## src/rtl/spirxdata.sv

```systemverilog
// SD-card SPI data-block receiver: hunts for the 0xFE start token, packs bytes into words for block memory, checks CRC16.
// Optional feature macro: SPIRXDATA_CRC_EN builds the CRC16 register and comparator.
module spirxdata #(
  parameter int DW        = 32,
  parameter int AW        = 8,
  parameter int LGTIMEOUT = 10
) (
  input  logic          i_clk,
  input  logic          i_reset,
  input  logic          i_start,
  input  logic [3:0]    i_lgblksz,
  input  logic          i_fifo,
  output logic          o_busy,
  output logic          o_write,
  output logic [AW-1:0] o_addr,
  output logic [DW-1:0] o_data,
  input  logic          i_ll_busy,
  output logic          o_ll_stb,
  output logic [7:0]    o_ll_byte,
  input  logic          i_ll_stb,
  input  logic [7:0]    i_ll_byte,
  output logic          o_done,
  output logic          o_err,
  output logic          o_crc_err,
  output logic          o_timeout
);

  // IDLE wait start | TOKEN hunt 0xFE | DATA pack words | CRC read 2 bytes | DONE drain driver
  typedef enum logic [2:0] {S_IDLE, S_TOKEN, S_DATA, S_CRC, S_DONE} state_t;

  state_t               r_state;
  logic [3:0]           r_lgblksz;
  logic [9:0]           r_cnt;
  logic [LGTIMEOUT-1:0] r_tmo;
  logic [DW-9:0]        r_word;
  logic                 r_crcb;
  logic [3:0]           w_lg;
  logic [9:0]           w_last;

  assign o_ll_byte = 8'hff;
  assign w_lg      = (i_lgblksz < 4'd4) ? 4'd4 : ((i_lgblksz > 4'd9) ? 4'd9 : i_lgblksz);
  assign w_last    = (10'd1 << r_lgblksz) - 10'd1;

`ifdef SPIRXDATA_CRC_EN
  logic [15:0] r_crc;
  logic [7:0]  r_crc_hi;

  function automatic logic [15:0] crc16_byte(input logic [15:0] c, input logic [7:0] b);
    logic [15:0] x;
    x = c;
    for (int i = 7; i >= 0; i--)
      x = {x[14:0], 1'b0} ^ (((x[15] ^ b[i]) != 1'b0) ? 16'h1021 : 16'h0000);
    return x;
  endfunction
`else
  assign o_crc_err = 1'b0;
`endif

  always_ff @(posedge i_clk or posedge i_reset) begin
    if (i_reset) begin
      r_state   <= S_IDLE;
      r_lgblksz <= 4'd4;
      r_cnt     <= '0;
      r_tmo     <= '0;
      r_word    <= '0;
      r_crcb    <= 1'b0;
      o_busy    <= 1'b0;
      o_write   <= 1'b0;
      o_addr    <= '0;
      o_data    <= '0;
      o_ll_stb  <= 1'b0;
      o_done    <= 1'b0;
      o_err     <= 1'b0;
      o_timeout <= 1'b0;
`ifdef SPIRXDATA_CRC_EN
      r_crc     <= '0;
      r_crc_hi  <= '0;
      o_crc_err <= 1'b0;
`endif
    end else begin
      o_write <= 1'b0;
      o_done  <= 1'b0;
      if (o_write)
        o_addr[AW-2:0] <= o_addr[AW-2:0] + 1'b1;

      case (r_state)
        S_IDLE: begin
          if (i_start) begin
            r_state   <= S_TOKEN;
            r_lgblksz <= w_lg;
            r_cnt     <= '0;
            r_tmo     <= '0;
            r_crcb    <= 1'b0;
            o_addr    <= {i_fifo, {(AW-1){1'b0}}};
            o_busy    <= 1'b1;
            o_ll_stb  <= 1'b1;
            o_err     <= 1'b0;
            o_timeout <= 1'b0;
`ifdef SPIRXDATA_CRC_EN
            r_crc     <= '0;
            o_crc_err <= 1'b0;
`endif
          end
        end

        S_TOKEN: begin
          if (i_ll_stb) begin
            if (i_ll_byte == 8'hfe) begin
              r_state <= S_DATA;
            end else if (i_ll_byte[7:4] == 4'h0) begin
              o_err    <= 1'b1;
              o_ll_stb <= 1'b0;
              r_state  <= S_DONE;
            end else if (r_tmo == {LGTIMEOUT{1'b1}}) begin
              o_timeout <= 1'b1;
              o_ll_stb  <= 1'b0;
              r_state   <= S_DONE;
            end else begin
              r_tmo <= r_tmo + 1'b1;
            end
          end
        end

        S_DATA: begin
          if (i_ll_stb) begin
            r_word <= {r_word[DW-17:0], i_ll_byte};
            r_cnt  <= r_cnt + 1'b1;
`ifdef SPIRXDATA_CRC_EN
            r_crc  <= crc16_byte(r_crc, i_ll_byte);
`endif
            if (r_cnt[1:0] == 2'b11) begin
              o_write <= 1'b1;
              o_data  <= {r_word, i_ll_byte};
            end
            if (r_cnt == w_last)
              r_state <= S_CRC;
          end
        end

        S_CRC: begin
          if (i_ll_stb) begin
            r_crcb <= 1'b1;
`ifdef SPIRXDATA_CRC_EN
            if (!r_crcb)
              r_crc_hi <= i_ll_byte;
            else
              o_crc_err <= ({r_crc_hi, i_ll_byte} != r_crc);
`endif
            if (r_crcb) begin
              o_ll_stb <= 1'b0;
              r_state  <= S_DONE;
            end
          end
        end

        S_DONE: begin
          // Let the driver finish its last byte before releasing the bus
          if (!i_ll_busy && !o_ll_stb) begin
            o_busy  <= 1'b0;
            o_done  <= 1'b1;
            r_state <= S_IDLE;
          end
        end

        default: r_state <= S_IDLE;
      endcase
    end
  end

endmodule

```

## config.mk

```make
export PLATFORM = sky130hd
export DESIGN_NAME = spirxdata
export DESIGN_NICKNAME = d
export VERILOG_FILES = /design/src/rtl/spirxdata.sv
export SDC_FILE = /design/constraint.sdc
export NUM_CORES = 1
export LEC_CHECK = 0
export BUFFER_PORTS_ARGS = -buffer_cell sky130_fd_sc_hd__buf_2
export CORE_MARGIN = 2
export CORE_UTILIZATION = 56
export CTS_CLUSTER_SIZE = 25
export DETAILED_ROUTE_END_ITERATION = 16
export HOLD_SLACK_MARGIN = 0.03
export PLACE_DENSITY_LB_ADDON = 0.12
export SLEW_MARGIN = 5
export SYNTH_ARGS = -nofsm -noshare
export SYNTH_HDL_FRONTEND = slang
export SYNTH_SLANG_ARGS = --single-unit
```

## constraint.sdc

```tcl
create_clock -name i_clk -period 4.55 [get_ports i_clk]
set_input_delay 0.91 -clock i_clk [delete_from_list [all_inputs] [get_ports i_clk]]
set_output_delay 0.91 -clock i_clk [all_outputs]
set_load 0.02 [all_outputs]
```

# == Word-level counts from Yosys, hierarchy flattened ==
# Cells that the tools add are included.
# totals
register_bits,98
out_inout_bits,55
word_cells,116
# op_classes
add_sub_neg,4
order_cmp,2
n_eq_ne,22
shift,1
n_mux,51
reduce_logical,21
# op_table
cell,n
10-bit 2-to-1 mux,6
10-bit one-hot mux with 2 select lines,2
3-bit 2-to-1 mux,10
2-bit inequality test (second input constant),12
1-bit 2-to-1 mux,22
7-bit 2-to-1 mux,3
10-bit by 1-bit adder with 10-bit output (second input constant),2
3-bit one-hot mux with 5 select lines,1
3-bit AND reduction,4
6-bit AND reduction,2
10-bit == test,1
10-bit == test (second input constant),1
1-bit by 4-bit << shifter with 10-bit output (first input constant),1
10-bit by 1-bit subtractor with 10-bit output (second input constant),1
8-bit == test (second input constant),1
4-bit 2-to-1 mux,2
1-bit one-hot mux with 2 select lines,4
8-bit AND reduction,1
2-bit nonzero test,4
7-bit by 1-bit adder with 7-bit output (second input constant),1
7-bit AND reduction,1
3-bit by 2-bit == test with 1-bit output (second input constant),2
5-bit AND reduction,1
4-bit greater-than comparator (second input constant),1
13 further kinds,15

# == Longest topological paths before layout ==
# Gate-level depths: netlist of run 1.
# logic_depth
depth_word,6
ltp_mapped,9
depth_no_buf,8

# == Worst setup path after synthesis of run 1 ==
# Ideal clock, no wire load.
# synth_path
path_type,input port to flip-flop
startpoint,input port i_ll_byte[4]
endpoint,register o_addr[7]
arrival_ps,2651
path_slack_ps,1774
cell_stages,6
n_path_buf,0
path_cell_list,or4_4 > nand3_2 > nor2_1 > a221o_1 > nor2_2 > mux2_2
# synth_lines
element,line_no,rtl
"start, declared",21,"input logic [7:0] i_ll_byte,"
"end signal, assigned by index",84,o_addr[AW-2:0] <= o_addr[AW-2:0] + 1'b1;
"end signal, assigned",94,"o_addr <= {i_fifo, {(AW-1){1'b0}}};"
"end, declared",15,"output logic [AW-1:0] o_addr,"

==> results.ini, run 1 <==
[status]
outcome = finished, final reports clean

[clock_network]
cts_hold_buf = 0
cts_setup_buffers = 0
post_cts_resize_count = 0
clk_path_buf_depth = 2
cts_tree = yes
cts_buffers = 9
cts_max_level = 3
cts_sinks = 98
root_buffer = clkbuf_8
insertion_delay_ns = 0.35
cts.clk_slew.worst_paths_ns = 0.09

[synth]
synthAdderAreaFrac_pct = 1.100
synth-main-ff-cell = dfrtp_1
synth_xor_xnor_area_share_pct = 4.428
synth_compound_gate_area_share_pct = 7.123
synth-edff-count = 0
ys_seq_elements = 98
yosysSeqAreaShare_pct = 53.93
synth_mux_area_share_pct = 15.98
synthCells = 394
synth-simple-area-share_pct = 13.26
postSynth.asyncResetShare_pct = 100.0
synth_top_family_by_area = multiplexers
ys_warn_count = 0
yosysUniqueCellTypes = 52
syn_area_um2 = 4549
syn_area_per_cell_um2 = 11.55

[timing]
final-setup-viol-count = 0
fin_crit_ns = 2.971
tightest_slew_ns = 0.7367
min_period_over_period_pct = 65.29
final.setup.tns_ns = 0
hold_ws_ns = 0.4894
max_slew_margin_pct = 50.89
rsz0062_at_grt = false
skew_ns = 0.006107
hold_violations = 0
slew_violations = 0
max_freq_mhz = 336.6

[job]
timing.max_cap.violations = 0

[die]
rows = 32
dieWidth_um = 94.13
io_pins = 73
start_util_pct = 58.27
fp.dieH_um = 94.13
design.core.area_um2 = 7807
dieArea_um2 = 8860

[place]
place_area_um2 = 4908
hpwlAfterDp_um = 5927
portBuffers = 63
gp_congestion = 0.7504

[routing]
drt_iter0_markers = 129
vias = 3141
routed_wl_um = 8609
drc = 0
post_drt_wl_per_cell_um = 15.40
vias_per_cell = 5.619
drtAntennaViolNets = 0
first_pass_iters = 5

[layout]
post-route-cell-area_um2 = 5156
drive_gt1_share_pct = 33.92
area_growth_pct = 13.34
layout.nets = 474
fin_util_pct = 66.04
n_antenna_cell = 0

[worst_setup_path]
worstPathMaxFanout = 17
cp_slowest_stage_delay_ns = 0.55
worstSetupPathType = in2reg
crit_required_ns = 4.79
cp_cell_sequence = buf_2 -> or4_4 -> nand3_2 -> nor2_1 -> a221o_1 -> nor2_2 -> buf_4 -> nor2_1
r2r_cells = 8
slowest_stage = or4_4
worst_setup_path_start_kind = input port
crit_arrival_ns = 3.21
crit_path_end_kind = register
crit_path_frequent_cell = nor2_1

[grt]
grt_overflow = 0
grt.total_usage_pct = 20.39
grt_first_pass_wirelength_um = 14150
grt_pass1_vias = 2963
antenna_found_initial = 0
grt_max_degree = 64

[power_and_ir_drop]
finalPower_mw = 2.297
irDropWorstVdd_v = 0.0003533
p_leak_nw = 2.634
pwr_density_cell_nw_per_um2 = 445.5

[worst_hold_path]
hold_class = reg2reg
holdPathStages = 2

==> placed cells by master (no fill, tap or decap), drive strengths merged, types with 2 or more instances in the layout <==
master / n
a31oi: 2
a21o: 3
and4: 2
mux2i: 4
nor3: 7
or3: 2
and3: 6
nand2b: 6
a22o: 3
o22ai: 3
a21oi: 11
xor2: 14
inv: 13
dfrtp: 97
nand3b: 2
xnor2: 9
conb: 9
nor2b: 3
ha: 4
nand2: 17
nor3b: 2
o21ai: 13
nor2: 37
nand3: 14
or4: 7
buf: 67
nor4: 2
mux2: 61
clkbuf: 9
o31ai: 5
nand4: 7
bufinv: 3
==> per-stage QoR <==
| step | std cells | setup WS (ns) |
|---|---|---|
| after CTS | 559 | 1.607 |
| after global placement | 543 | 1.287 |
| after floorplan | 401 | 1.080 |
| after global routing | 559 | 1.465 |
| after detailed placement | 543 | 1.243 |
| final | 559 | 1.579 |
==> per-layer routing <==
layer  global-route usage (%)  vias up  routed length, um
li1                         -     1494                  -
met1                    26.62     1562               3900
met2                    34.05       77               4310
met3                    4.414        8                300
met4                    6.522        0                 98
met5                        0        -                  0
==> report_power, final <==
part | switching, mW | internal, mW | total, mW
Clock | 0.302 | 0.372 | 0.674
Sequential | 0.127 | 0.938 | 1.06
Combinational | 0.326 | 0.233 | 0.558
==> cells in the mapped netlist, drive strengths merged, types with 9 or more instances <==
library cell | number | area, um2
a21oi | 11 | 55.05
buf | 13 | 92.58
clkbuf | 14 | 52.55
dfrtp | 97 | 2427
inv | 10 | 37.53
mux2 | 61 | 686.9
nand2 | 17 | 63.81
nand3 | 14 | 75.07
nor2 | 37 | 141.4
o21ai | 13 | 65.06
xnor2 | 9 | 78.83
xor2 | 14 | 122.6
==> critical path, delay by kind of cell <==
| family | cells | cell delay (ns) |
|---|---|---|
| compound gates | 1 | 0.51 |
| buf+inv | 2 | 0.46 |
| simple gates | 5 | 1.33 |
==> cells by family (layout without fill, tap and decap cells) <==
kind of cell             after synthesis  after routing
AND/OR/NAND/NOR                      116            116
flip-flops                            98             98
multiplexers                          65             65
AO/OA/AOI/OAI                         49             49
buffers and inverters                 37             93
XOR/XNOR                              23             23
adder cells (fa/ha/maj)                4              4
other                                  2              9
==> area by class of cell <==
cell class	instances	area [um2]
multi-input combinational	266	1942
tap	102	127.6
fill	639	2651
clock inverter	7	123.9
sequential	98	2454
inverter	10	40.04
clock buffer	9	123.9
timing repair buffer	67	345.3
==> worst paths after layout <==
check	to	slack [ns]	start
max	o_addr[6]$_DFF_PP0_	1.58	i_ll_byte[4]
min reg2reg	o_data[1]$_DFFE_PP0P_	0.49	o_data[1]$_DFFE_PP0P_
min	o_data[1]$_DFFE_PP0P_	0.49	o_data[1]$_DFFE_PP0P_
max in group asynchronous	r_tmo[4]$_DFFE_PP0P_	2.94	i_reset
max reg2reg	r_state[0]$_DFFE_PP0P_	1.75	r_lgblksz[3]$_DFFE_PP0P_
min in group asynchronous	o_data[30]$_DFFE_PP0P_	0.68	i_reset
==> state kept, by name, summed over array words and instances (netlist names), 3 cells and up <==
name / cells
r_tmo: 10
r_cnt: 10
o_addr: 8
r_lgblksz: 4
o_data: 32
r_word: 24
r_state: 3
No activity file was read; power rests on OpenSTA's default activity.
==> run 2: changes to the inputs <==
Settings changed: ABC_AREA set to 1, CORE_UTILIZATION 56 to 51.
Clock period 4.55 ns to 2.5 ns, I/O delays scaled along.
==> run 2 against run 1 <==
Against the previous run: via count up 18%; power increased by 130%; flip-flop and latch count did not move; cell count grew 32%; combinational power grew to 3.5 times the previous value; cell area rose by 1.7%; largest power group unchanged; clock-buffer cell count did not move; first-iteration DRC count is 40% higher; synthesized cell count grew 43%; area after synthesis grew 2.0%; worst setup slack worse by 1.1 ns; clock power increased by 59%.
==> results.ini, run 2 <==
[power_and_ir_drop]
irDropWorstVdd_v = 0.0005015  ; +42%
finalPower_mw = 5.357  ; +130%
pwr_density_cell_nw_per_um2 = 1022  ; +130%
p_leak_nw = 2.815  ; +6.9%

[die]
dieWidth_um = 99.41  ; +5.6%
rows = 34  ; +6.3%
fp.dieH_um = 99.41  ; +5.6%
start_util_pct = 52.97  ; -5.3 points
io_pins = 73  ; unchanged
dieArea_um2 = 9881  ; +12%
design.core.area_um2 = 8763  ; +12%

[layout]
reg.largest.list = o_data (32), r_word (24)
top_register = o_data
drive_gt1_share_pct = 17.33  ; -17 points
final_common_cell = nand2_1
area_growth_pct = 12.94
n_fill_cell = 796  ; +25%
layout.nets = 646  ; +36%
fin_util_pct = 59.82  ; -6.2 points
n_antenna_cell = 0  ; unchanged
post-route-cell-area_um2 = 5243  ; +1.7%
final_cell_mix = 162 x nand2_1, 97 x dfrtp_1, 65 x o21ai_0
largest_reg_flops = 32  ; unchanged
final_cells = 737  ; +32%

[place]
portBuffers = 63  ; unchanged
gp_congestion = 0.8665  ; +15%
dp_slack_ns = 0.5342  ; -0.7086 ns
placedCellCount = 721  ; +33%
place_area_um2 = 5036  ; +2.6%
hpwlAfterDp_um = 6876  ; +16%

[worst_setup_path]
crit_arrival_ns = 2.25  ; -0.96 ns
worstSetupPathType = reg2reg
crit_path_frequent_cell = nand2_1
crit_required_ns = 2.76  ; -2.03 ns
worst_setup_path_start_kind = register
r2r-end = r_state[0]$_DFFE_PP0P_
cp_slowest_stage_delay_ns = 0.45  ; -0.10 ns
reg2reg_from = r_lgblksz[3]$_DFFE_PP0P_
slowest_stage = dfrtp_1
worstPathMaxFanout = 11  ; -6
cp_cell_sequence = inv_1 -> nand3_1 -> ha_1 -> xor2_1 -> nand3_1 -> nor2_1 -> nand4_1 -> nand2_1 -> nand2_1 -> nand2_1 -> nand2_1
crit_path_end_kind = register
r2r_cells = 11  ; +3
r2r_setup_slack_ns = 0.51  ; -1.24 ns

[worst_hold_path]
hold_class = in2async

[routing]
drt_iter0_markers = 180  ; +40%
vias_per_cell = 5.050  ; -10%
routed_wl_um = 9520  ; +11%
drtAntennaViolNets = 0  ; unchanged
post_drt_wl_per_cell_um = 12.92  ; -16%
vias = 3722  ; +18%
drc = 0  ; unchanged
first_pass_iters = 4  ; -1

[status]
outcome = finished, final reports clean

[synth]
ys_warn_count = 0  ; unchanged
yosysUniqueCellTypes = 37  ; -29%
synth.most_common_cell = nand2_1
synth_area_leader_cell = dfrtp_1
synthCells = 562  ; +43%
syn_area_per_cell_um2 = 8.260  ; -28%
synth-edff-count = 0  ; unchanged
synth-main-ff-cell = dfrtp_1
syn_area_um2 = 4642  ; +2.0%
yosysSeqAreaShare_pct = 52.86  ; -1.1 points
yosys-top-cells-count = 162 x nand2_1, 97 x dfrtp_1, 65 x inv_1, 65 x o21ai_0, 37 x nor2_1
synth.area.top_cells = dfrtp_1 52%, nand2_1 13%, o21ai_0 7.0%, inv_1 5.3%, nor2_1 3.0%
synth_top_area_share_pct = 52.29  ; -1.1 points
postSynth.asyncResetShare_pct = 100.0  ; unchanged
ys_seq_elements = 98  ; unchanged

[timing]
setup_ws_ns = 0.5147  ; -1.065 ns
final-setup-viol-count = 0  ; unchanged
max_freq_mhz = 503.7
max_slew_margin_pct = 60.46  ; +9.6 points
skew_ns = 0.01201  ; +0.005903 ns
hold_violations = 0  ; unchanged
tightest_slew_ns = 0.5918  ; -0.1449 ns
hold_ws_ns = 0.1866  ; -0.3028 ns
slew_violations = 0  ; unchanged
fin_crit_ns = 1.985
min_period_over_period_pct = 79.41
rsz0062_at_grt = false
final.setup.tns_ns = 0  ; unchanged

[grt]
antenna_found_initial = 0  ; unchanged
grt.total_usage_pct = 20.61  ; +0.22 points
grt_max_degree = 52  ; -19%
grt_overflow = 0  ; unchanged
grt_pass1_vias = 3597  ; +21%
grt_first_pass_wirelength_um = 16510  ; +17%

[clock_network]
cts_buffers = 9  ; unchanged
cts_hold_buf = 0  ; unchanged
post_cts_resize_count = 0  ; unchanged
cts_tree = yes
root_buffer = clkbuf_8
cts.clk_slew.worst_paths_ns = 0.11  ; +0.02 ns
cts_max_level = 3  ; unchanged
cts_setup_buffers = 0  ; unchanged
insertion_delay_ns = 0.37  ; +0.02 ns
clk_path_buf_depth = 2  ; unchanged
cts_sinks = 98  ; unchanged

[job]
timing.max_cap.violations = 0  ; unchanged

==> run 2: cell families (layout without fill, tap and decap cells) <==
kind of cell / Yosys count / count (layout) / synth area share (%)
XOR/XNOR: 10 / 10 / 1.887
adder cells (fa/ha/maj): 4 / 4 / 1.078
AND/OR/NAND/NOR: 266 / 266 / 25.23
buffers and inverters: 95 / 155 / 9.029
other: 2 / 9 / 0.1618
flip-flops: 98 / 98 / 52.86
AO/OA/AOI/OAI: 87 / 87 / 9.758
==> run 2: how the worst max path moves through the flow <==
stage / start / end / cells after the start
final: r_lgblksz[3]$_DFFE_PP0P_ / r_state[0]$_DFFE_PP0P_ / 11
after global routing: r_lgblksz[3]$_DFFE_PP0P_ / r_state[0]$_DFFE_PP0P_ / 15
after CTS: r_lgblksz[3]$_DFFE_PP0P_ / r_state[0]$_DFFE_PP0P_ / 11
after detailed placement: r_lgblksz[3]$_DFFE_PP0P_ / r_state[0]$_DFFE_PP0P_ / 11
after global placement: r_lgblksz[3]$_DFFE_PP0P_ / r_state[0]$_DFFE_PP0P_ / 11
after floorplan: r_lgblksz[3]$_DFFE_PP0P_ / r_state[0]$_DFFE_PP0P_ / 12
==> run 2: critical path: cells and delay by family, from the launching register on <==
kind | cells | cell delay, ns
flip-flops | 1 | 0.45
AND/OR/NAND/NOR | 8 | 0.69
adder cells (fa/ha/maj) | 1 | 0.33
XOR/XNOR | 1 | 0.15
buffers and inverters | 1 | 0.27
==> run 2: routing by layer <==
metal,up-vias,share of wire (%),track usage (%)
met1,1728,47,28.64
met4,0,2.1,8.641
met5,-,0,0
met3,17,4.9,3.373
met2,92,46,32.38
li1,1885,-,-
==> run 2: power breakdown <==
part	switching, mW	total (mW)	internal [mW]
Combinational	1.31	1.94	0.627
Clock	0.593	1.07	0.482
Sequential	0.304	2.34	2.04
Total	2.21	5.36	3.15
==> run 2: final cells by class <==
type                            instances  area, um2  area share (%)
Tap cell                              108      135.1           2.578
Sequential cell                        98       2454           46.80
Clock inverter                          7      82.58           1.575
Timing Repair Buffer                   69      385.4           7.351
Multi-Input combinational cell        376       1795           34.25
Clock buffer                            9      123.9           2.363
Inverter                               70      266.5           5.084
==> run 3: changes to the inputs <==
Clock period 2.5 ns to 1.8 ns, I/O delays scaled along.
==> run 3 against run 2 <==
Against the previous run: global-route usage about the same; first-iteration DRC count is 18% lower; flip-flop and latch count unchanged; maximum frequency increased by 12%; largest power group unchanged; clock skew increased by 0.0016 ns.
==> results.ini, run 3 (synthesis results as in run 2) <==
[layout]
n_fill_cell = 809  ; +1.6%
final_cell_mix = 161 x nand2_1, 97 x dfrtp_1, 65 x o21ai_0
largest_reg_flops = 32  ; unchanged
drive_gt1_share_pct = 20.99  ; +3.7 points
register_area_um2 = 2454  ; unchanged
n_antenna_cell = 0  ; unchanged
area_growth_pct = 17.01
reg.largest.list = o_data (32), r_word (24)
final_common_cell = nand2_1
top_register = o_data
multi_input_area_um2 = 1844  ; +2.7%
fin_util_pct = 61.98  ; +2.2 points
layout.nets = 665  ; +2.9%

[grt]
grt_first_pass_wirelength_um = 16470  ; -0.25%
grt.total_usage_pct = 20.61  ; about the same
grt_max_degree = 58  ; +12%
grt_overflow = 0  ; unchanged
antenna_found_initial = 0  ; unchanged
grt_pass1_vias = 3587  ; -0.28%

[die]
dieWidth_um = 99.41  ; unchanged
start_util_pct = 52.97  ; unchanged
design.core.area_um2 = 8763  ; unchanged
rows = 34  ; unchanged
dieArea_um2 = 9881  ; unchanged
io_pins = 73  ; unchanged
fp.dieH_um = 99.41  ; unchanged

[worst_setup_path]
cp_slowest_stage_delay_ns = 0.43  ; -0.02 ns
critPathBufInv = 0  ; -1
worst_setup_path_start_kind = register
worstSetupPathType = reg2reg
crit_required_ns = 2.07  ; -0.69 ns
crit_path_end_kind = register
slowest_stage = dfrtp_1
worstPathMaxFanout = 3  ; -8
crit_family = simple AND/OR/NAND/NOR gates
crit_arrival_ns = 2.05  ; -0.20 ns
crit_path_frequent_cell = nand2_1
cp_cell_sequence = nor2_4 -> nand3_2 -> ha_4 -> xor2_1 -> nand3_1 -> nor2_1 -> nand4_1 -> nand2_1 -> nand2_1 -> nand2_1 -> nand2_1

[power_and_ir_drop]
combinationalPowerShare_pct = 39.5  ; +3.3 points
seqPwrFrac_pct = 42.2  ; -1.5 points
p_leak_nw = 2.900  ; +3.0%
irDropWorstVdd_v = 0.0007140  ; +42%
clkPwrFrac_pct = 18.2  ; -1.9 points
pwr_density_cell_nw_per_um2 = 1412  ; +38%
p_sw_share_pct = 41.50  ; +0.27 points
finalPower_mw = 7.670  ; +43%
p_switching_mw = 3.183  ; +44%
intPower_mw = 4.487  ; +43%

[routing]
vias = 3779  ; +1.5%
drc = 0  ; unchanged
wl_met2_um = 4597  ; +3.9%
routed_wl_um = 9843  ; +3.4%
met3WireLength_um = 440  ; -6.2%
first_pass_iters = 4  ; unchanged
post_drt_wl_per_cell_um = 13.02  ; +0.79%
drtAntennaViolNets = 0  ; unchanged
drt_iter0_markers = 148  ; -18%
top_layer_used = met4
vias_per_cell = 4.999  ; -1.0%
wl_met1_um = 4703  ; +6.1%

[place]
dp_slack_ns = -0.06326  ; -0.5975 ns
gp_congestion = 0.8788  ; +1.4%
portBuffers = 63  ; unchanged
hpwlAfterDp_um = 6952  ; +1.1%

[status]
outcome = finished, final reports clean

[clock_network]
cts_sinks = 98  ; unchanged
insertion_delay_ns = 0.38  ; about the same
cts_tree = yes
cts_max_level = 3  ; unchanged
root_buffer = clkbuf_8
cts_buffers = 9  ; unchanged
clk_path_buf_depth = 2  ; unchanged
cts.clk_slew.worst_paths_ns = 0.10  ; about the same

[timing]
fin_crit_ns = 1.776  ; -0.2090 ns
final.setup.tns_ns = 0  ; unchanged
min_period_over_period_pct = 98.68  ; +19 points
setup_ws_ns = 0.02373  ; -0.4910 ns
final-setup-viol-count = 0  ; unchanged
rsz0062_at_grt = true
hold_violations = 0  ; unchanged
slew_violations = 0  ; unchanged
skew_ns = 0.01362  ; +0.001607 ns
max_freq_mhz = 563.0  ; +12%

[job]
timing.max_cap.violations = 0  ; unchanged

[worst_hold_path]
hold_class = in2reg

[run 3: area by class of cell]
type / instances / area share [%]
timing repair buffer: 88 / 9.767
multi-input combinational: 376 / 33.96
tap: 108 / 2.488
inverter: 70 / 4.976
clock buffer: 10 / 2.534
clock inverter: 6 / 1.106
sequential: 98 / 45.17
[run 3: per-stage QoR]
stage / hold WS [ns] / cell area, um2 / cells
global route: 0.1625 / 5431 / 756
CTS: 0.1453 / 5349 / 751
finish: 0.1539 / 5431 / 756
global placement: 0.3334 / 5126 / 733
detailed placement: 0.3300 / 5126 / 733
floorplan: 0.4381 / 4672 / 569
[run 3: path summary, 6_finish.rpt]
path	startpoint	end	slack, ns	cells past startpoint
worst min-delay path	i_ll_busy	o_done$_DFF_PP0_	0.15	2
worst min register to register	r_word[18]$_DFFE_PP0P_	o_data[26]$_DFFE_PP0P_	0.48	2
worst max register to register	r_lgblksz[1]$_DFFE_PP0P_	r_state[0]$_DFFE_PP0P_	0.02	11
max in group asynchronous	i_reset	o_data[5]$_DFFE_PP0P_	0.66	4
min in group asynchronous	i_reset	o_addr[0]$_DFF_PP0_	0.46	3
worst max-delay path	r_lgblksz[1]$_DFFE_PP0P_	r_state[0]$_DFFE_PP0P_	0.02	11
[run 3: power groups by stage]
stage          Sequential (mW)  Clock [mW]  Combinational (mW)
2_1_floorplan             3.53           0                1.75
3_3_place_gp              3.25           0                2.84
3_5_place_dp              3.27           0                2.89
4_1_cts                   3.23        1.43                2.93
5_1_grt                   3.33        1.51                3.45
6_report                  3.24        1.40                3.03
[run 3: timing repair]
item                       4_1_cts  5_1_grt
setup buffers                    1        5
resized for setup                2       10
setup endpoints to repair        1        9
hold buffers                     1        0
hold endpoints to repair        10        0
pin swaps                        1        5
cloned                           0        0
[run 3: worst register-to-register path, cell delays in order, from the launching register on]
cell and delay [ns]:
dfrtp_1 0.43, nor2_4 0.14, nand3_2 0.14, ha_4 0.29, xor2_1 0.14, nand3_1 0.09
nor2_1 0.11, nand4_1 0.10, nand2_1 0.10, nand2_1 0.05, nand2_1 0.05, nand2_1 0.04
[run 3: layer usage]
metal	track usage (%)	up-vias
met2	32.74	83
met1	28.61	1764
met5	0	-
met4	5.796	0
li1	-	1922
met3	4.779	10
